### config.mk
export PLATFORM = sky130hd
export DESIGN_NAME = oreg_border_tdec
export DESIGN_NICKNAME = d
export VERILOG_FILES = /design/src/rtl/utemporal_pkg.sv /design/src/rtl/oreg_border_tdec.sv
export SDC_FILE = /design/constraint.sdc
export NUM_CORES = 1
export LEC_CHECK = 0
export CORE_AREA = 2 2 93 130
export DETAILED_ROUTE_END_ITERATION = 7
export DIE_AREA = 0 0 95 132
export GPL_ROUTABILITY_DRIVEN = 0
export PLACE_DENSITY = 0.6
export SLEW_MARGIN = 10
export SYNTH_ARGS = -nofsm -noshare
export SYNTH_HDL_FRONTEND = slang
export SYNTH_SLANG_ARGS = --single-unit
### constraint.sdc
create_clock -name clk -period 2.65 [get_ports clk]
set_input_delay 0.3975 -clock clk [delete_from_list [all_inputs] [get_ports clk]]
set_output_delay 0.3975 -clock clk [all_outputs]
set_load 0.05 [all_outputs]
### src/rtl/utemporal_pkg.sv
// Shared definitions for the unary-temporal array border registers.
package utemporal_pkg;

  typedef enum logic {IDLE, RUN} state_t;

  // Magnitude and window length drop the sign bit of the signed operand width.
  function automatic int mag_w(input int width);
    return width - 1;
  endfunction

endpackage

### src/rtl/oreg_border_tdec.sv
// Output border: counts 1s of a unary bitstream over an L-cycle window, reapplies sign; result L+1 cycles after start.
// No backpressure: en=0 freezes the window (o_valid drops), clr abandons it without a pulse.
module oreg_border_tdec
  import utemporal_pkg::*;
#(
  parameter int WIDTH = 16
) (
  input  logic                    clk,
  input  logic                    rst_n,
  input  logic                    en,
  input  logic                    clr,
  input  logic                    i_start,
  input  logic [mag_w(WIDTH)-1:0] i_len,
  input  logic                    i_sign,
  input  logic                    i_bit,
  output logic                    o_busy,
  output logic                    o_valid,
  output logic signed [WIDTH-1:0] o_data
);

  localparam int MW = mag_w(WIDTH);

  state_t                  state_q, state_d;
  logic [MW-1:0]           cnt_q, cnt_d;
  logic [MW-1:0]           acc_q, acc_d;
  logic                    sign_q, sign_d;
  logic signed [WIDTH-1:0] data_q, data_d;
  logic                    valid_q, valid_d;
  logic [MW-1:0]           sum;
  logic [WIDTH-1:0]        mag;

  // sum never exceeds the window length, so MW bits always suffice.
  assign sum = acc_q + MW'(i_bit);
  assign mag = {1'b0, sum};

  always_comb begin
    state_d = state_q;
    cnt_d   = cnt_q;
    acc_d   = acc_q;
    sign_d  = sign_q;
    data_d  = data_q;
    valid_d = 1'b0;
    if (clr) begin
      state_d = IDLE;
      cnt_d   = '0;
      acc_d   = '0;
      sign_d  = 1'b0;
      data_d  = '0;
    end else if (en) begin
      case (state_q)
        IDLE: begin
          if (i_start) begin
            sign_d = i_sign;
            cnt_d  = i_len;
            acc_d  = '0;
            if (i_len == '0) begin
              data_d  = '0;
              valid_d = 1'b1;
            end else begin
              state_d = RUN;
            end
          end
        end
        RUN: begin
          if (cnt_q != MW'(1)) begin
            acc_d = sum;
            cnt_d = cnt_q - MW'(1);
          end else begin
            data_d  = sign_q ? -mag : mag;
            valid_d = 1'b1;
            acc_d   = '0;
            cnt_d   = '0;
            state_d = IDLE;
          end
        end
        default: state_d = IDLE;
      endcase
    end
  end

  always_ff @(posedge clk or negedge rst_n) begin
    if (!rst_n) begin
      state_q <= IDLE;
      cnt_q   <= '0;
      acc_q   <= '0;
      sign_q  <= 1'b0;
      data_q  <= '0;
      valid_q <= 1'b0;
    end else begin
      state_q <= state_d;
      cnt_q   <= cnt_d;
      acc_q   <= acc_d;
      sign_q  <= sign_d;
      data_q  <= data_d;
      valid_q <= valid_d;
    end
  end

  assign o_busy  = (state_q == RUN);
  assign o_valid = valid_q;
  assign o_data  = data_q;

endmodule

==> results.md <==
Synthesis:
- In this run, synthesis produced a sequential element count of 49.
- The Yosys warning count is 0.
- Counting flops with an async set or reset pin after synthesis yields a share of 100%.
- The area of the mapped netlist is 3350 um^2.
- For this run, the leading register cell type out of synthesis is sky130_fd_sc_hd__dfrtp_1.
- In this run, synthesis inferred 0 flip-flops with an integrated enable.
- A synthesized cell averages 8.39 um^2.
- The number of distinct library cells after synthesis is 61.
- The number of nets produced by synthesis is 426.
- The cell count after synthesis came out at 399.
- The share of the yosys chip area belonging to registers is 36.6%.

Routing:
- The first-iteration detailed-routing DRC count is 220.
- The via count of the routed design is 3291.
- After detailed routing, the number of vias per cell comes to 5.35.
- Once detail routing completed, the nets flagged for antenna violations numbered 0.
- The routed length per instance is 15.9 um.
- The DRC violation count after routing is 0.
- The final layout contains routed wiring with a total length of 9800 um.
- For this run, the detailed router's first-pass iteration total came to 6.

STA:
- The minimum clock period is 2.58 ns.
- The number of max-slew violations in the final report came to 0.
- The final hold violation count was 0.
- The final cycle utilization of the critical path is 97.3%.
- Setup repair after global routing left no endpoint under its margin.
- The clock tree skew after final layout is 0.00815 ns.
- The transition time at the pin with the least slew margin is 0.505 ns.
- The final setup slack of the worst path is 0.0709 ns.
- The worst pin sits at a relative slew slack of 66.3%.
- Setup violations remaining at the end of the flow were counted as 0.
- Timing would allow up to 388 MHz.

Worst hold path:
- The worst min-delay path category is primary input to async pin.

Floorplan:
- The number of top-level pins is 40.
- The die extent in x is 95 um.
- The area of the die is 12500 um^2.
- The floorplan has 46 rows.
- The chip height is 132 um.
- The placeable core area is 11300 um^2.
- The starting utilization of the core area is 29.5%.

Pwr:
- Internal power comes to 1280 uW.
- The switching component of the power is 529 uW.
- In this run the static leakage power is 0.00180 uW.
- The worst-case IR drop observed on VDD is 0.276 mV.
- Sequential cells burn 45.1% of the power.
- For this design the ratio of total power to cell area is 411 nW/um^2.
- The fraction of power spent switching nets is 29.3%.
- The share of power burned in the clock network is 35.4%.
- The portion of total power attributed to combinational logic is 19.5%.

Critical path:
- The critical path data arrival time is 2.81 ns.
- The critical setup path kind is register to register.
- The number of buffer and inverter stages on the critical path is 1.
- Grouping stages by cell kind, the critical path spends the most delay in simple AND/OR/NAND/NOR gates.
- In this design, the stage delay of the slowest critical-path cell is 0.55 ns.
- The number of cells on the worst reg-to-reg path is 8.
- At the worst endpoint, the required time is 2.88 ns.
- The critical path goes through ha_4, buf_6, and2_2, a311o_1, and3_4, or4_4, or4_4, nand3_1.
- The cell at the slowest stage of the critical path is sky130_fd_sc_hd__or4_4.
- The nature of the critical path startpoint is a register.
- The nature of the critical path endpoint is a register.
- The critical path depth in cells is 8.
- Along the worst path, the maximum fanout reaches 7.
- The cell that appears most often on the critical path is sky130_fd_sc_hd__or4_4.

Placed design:
- Detailed placement finished with a half-perimeter wire length of 7390 um.
- The placed cell count is 606.
- Port buffering added 39 buffers.
- The placed instances occupy a cell area of 4180 um^2.
- OpenSTA, run right after detailed placement, puts the worst setup slack at -0.465 ns.

Clocking:
- The clock edge transition at the registers on the reported setup and hold paths is 0.07 ns.
- The H-tree was split into 2 levels.
- The cell sitting at the root of the clock tree is a sky130_fd_sc_hd__clkbuf_16.
- The cts-stage hold buffer count is 0.
- TritonCTS built the clock tree.
- The total CTS buffers is 5.
- The later pin in the worst-skew pair is clocked with a latency of 0.30 ns.
- The CTS sink count is 49.
- The maximum clock insertion buffer count is 2.

Job:
- The count of max-cap constraint violations is 0.

Global route:
- The number of global-route vias before repair is 3237.
- The pin count of the biggest net entering global routing is 20.
- Global routing used 16.3% of the available tracks.
- The number of antenna violations at the first check in global routing is 0.
- Global routing finished with a remaining overflow of 0.
- The global-route wire length before repair is 16300 um.

Status:
- The flow ran to the end, and the final reports show no timing, DRC or antenna violations.

Layout:
- The share of final-layout standard cells stronger than drive strength 1 is 17.4%.
- The fill cell total of the finished layout is 1162.
- The synthesis-to-layout area growth is 31.0%.
- The number of nets at the end of the flow is 497.
- The antenna diode count is 0.
- Once layout is complete, the cells apart from fillers number 615.
- The finished cells cover 4390 um^2.
-- power groups by stage --
stage	Clock (uW)	Sequential, uW	Combinational, uW
finish	639	815	352
global route	686	820	393
CTS	659	813	351
detailed placement	0	827	346
global placement	0	826	336
floorplan	0	828	191
-- cells in the final DEF (no fill, tap or decap), drive strengths merged, types with 3 or more instances in the layout --
cell type and count:
nand2 61, buf 57, dfrtp 49, o21ai 48, clkdlybuf4s50 37, xnor2 19
nor2 16, nand3 12, nor3 11, o211ai 10, and4 9, and3 9
inv 8, o31ai 8, nand4 8, xor2 7, nor4 7, a21oi 6
or3 6, nor2b 5, a22oi 5, clkbuf 5, and2 5, ha 5
nand2b 4, nand3b 3, a31oi 3, a211oi 3, or2 3, a221o 3
a311oi 3
-- Yosys cell counts, types with 7 or more instances --
cell type	n	area (um^2)
sky130_fd_sc_hd__xor2_1	7	61.3
sky130_fd_sc_hd__nor3_1	11	55.1
sky130_fd_sc_hd__and3_1	8	50.1
sky130_fd_sc_hd__o211ai_1	10	75.1
sky130_fd_sc_hd__o21ai_0	46	230
sky130_fd_sc_hd__inv_1	8	30.0
sky130_fd_sc_hd__dfrtp_1	49	1230
sky130_fd_sc_hd__nand2_1	61	229
sky130_fd_sc_hd__and4_1	9	78.8
sky130_fd_sc_hd__o31ai_1	8	60.1
sky130_fd_sc_hd__nand4_1	8	50.1
sky130_fd_sc_hd__nand3_1	12	60.1
sky130_fd_sc_hd__clkbuf_1	19	71.3
sky130_fd_sc_hd__nor2_1	16	60.1
sky130_fd_sc_hd__xnor2_1	19	166
-- sequential cells by signal (all words and copies together) (netlist names) --
signal / flops
o_busy: 1
sign_q: 1
o_data: 16
acc_q: 15
o_valid: 1
cnt_q: 15
-- metal layers --
layer | vias to the layer above | part of all wire, % | GRT usage [%] | routed length (um)
li1 | 1594 | - | - | -
met1 | 1583 | 41 | 19.9 | 4060
met2 | 96 | 52 | 28.2 | 5070
met3 | 18 | 3.8 | 2.23 | 375
met4 | 0 | 3.0 | 6.84 | 293
met5 | - | 0 | 0 | 0
-- final cells by class --
cell class / count / area, um^2 / area share [%]
multi-input cells: 311 / 1990 / 45.3
flip-flops and latches: 49 / 1230 / 28.0
repair buffers: 95 / 821 / 18.7
well taps: 144 / 180 / 4.11
clock buffers: 5 / 125 / 2.85
inverters: 8 / 30.0 / 0.685
clock inverters: 3 / 17.5 / 0.399
-- kinds of logic (layout without fill, tap and decap cells) --
group / Yosys count / after routing / synth area share (%)
AOI/OAI and AO/OA: 110 / 110 / 21.6
DFF: 49 / 49 / 36.6
buffers and inverters: 39 / 111 / 5.87
adders and majority gates: 5 / 5 / 1.87
and+or+nand+nor: 168 / 168 / 26.6
muxes: 2 / 2 / 0.598
xor gates and xnor gates: 26 / 26 / 6.80
-- final timing paths --
kind                       startpoint          to  slack [ns]
setup / recovery             acc_q[0]  o_data[13]        0.07
hold / removal                  rst_n    acc_q[3]        0.03
setup reg to reg             acc_q[0]  o_data[13]        0.07
hold reg to reg             o_data[3]   o_data[3]        0.48
max in group asynchronous       rst_n   o_data[3]        2.03
min in group clk            o_data[3]   o_data[3]        0.48
-- what timing repair did --
item | 4_1_cts | 5_1_grt
setup buffers | 1 | 0
gates resized for setup | 7 | 5
endpoints found under the setup margin | 3 | 2
pin swaps | 5 | 4
-- through the flow --
stage                     power (uW)  TNS (ns)  utilization [%]  hold WS, ns
after global placement          1160     -1.93             36.8        0.366
after global routing            1900         0             38.7       0.0483
after detailed placement        1170     -2.35             36.8        0.350
after floorplan                 1020         0                -        0.102
final                           1800         0             38.7       0.0254
after CTS                       1820   -0.0883             38.5       0.0340
(Power assumes the default switching activity.)
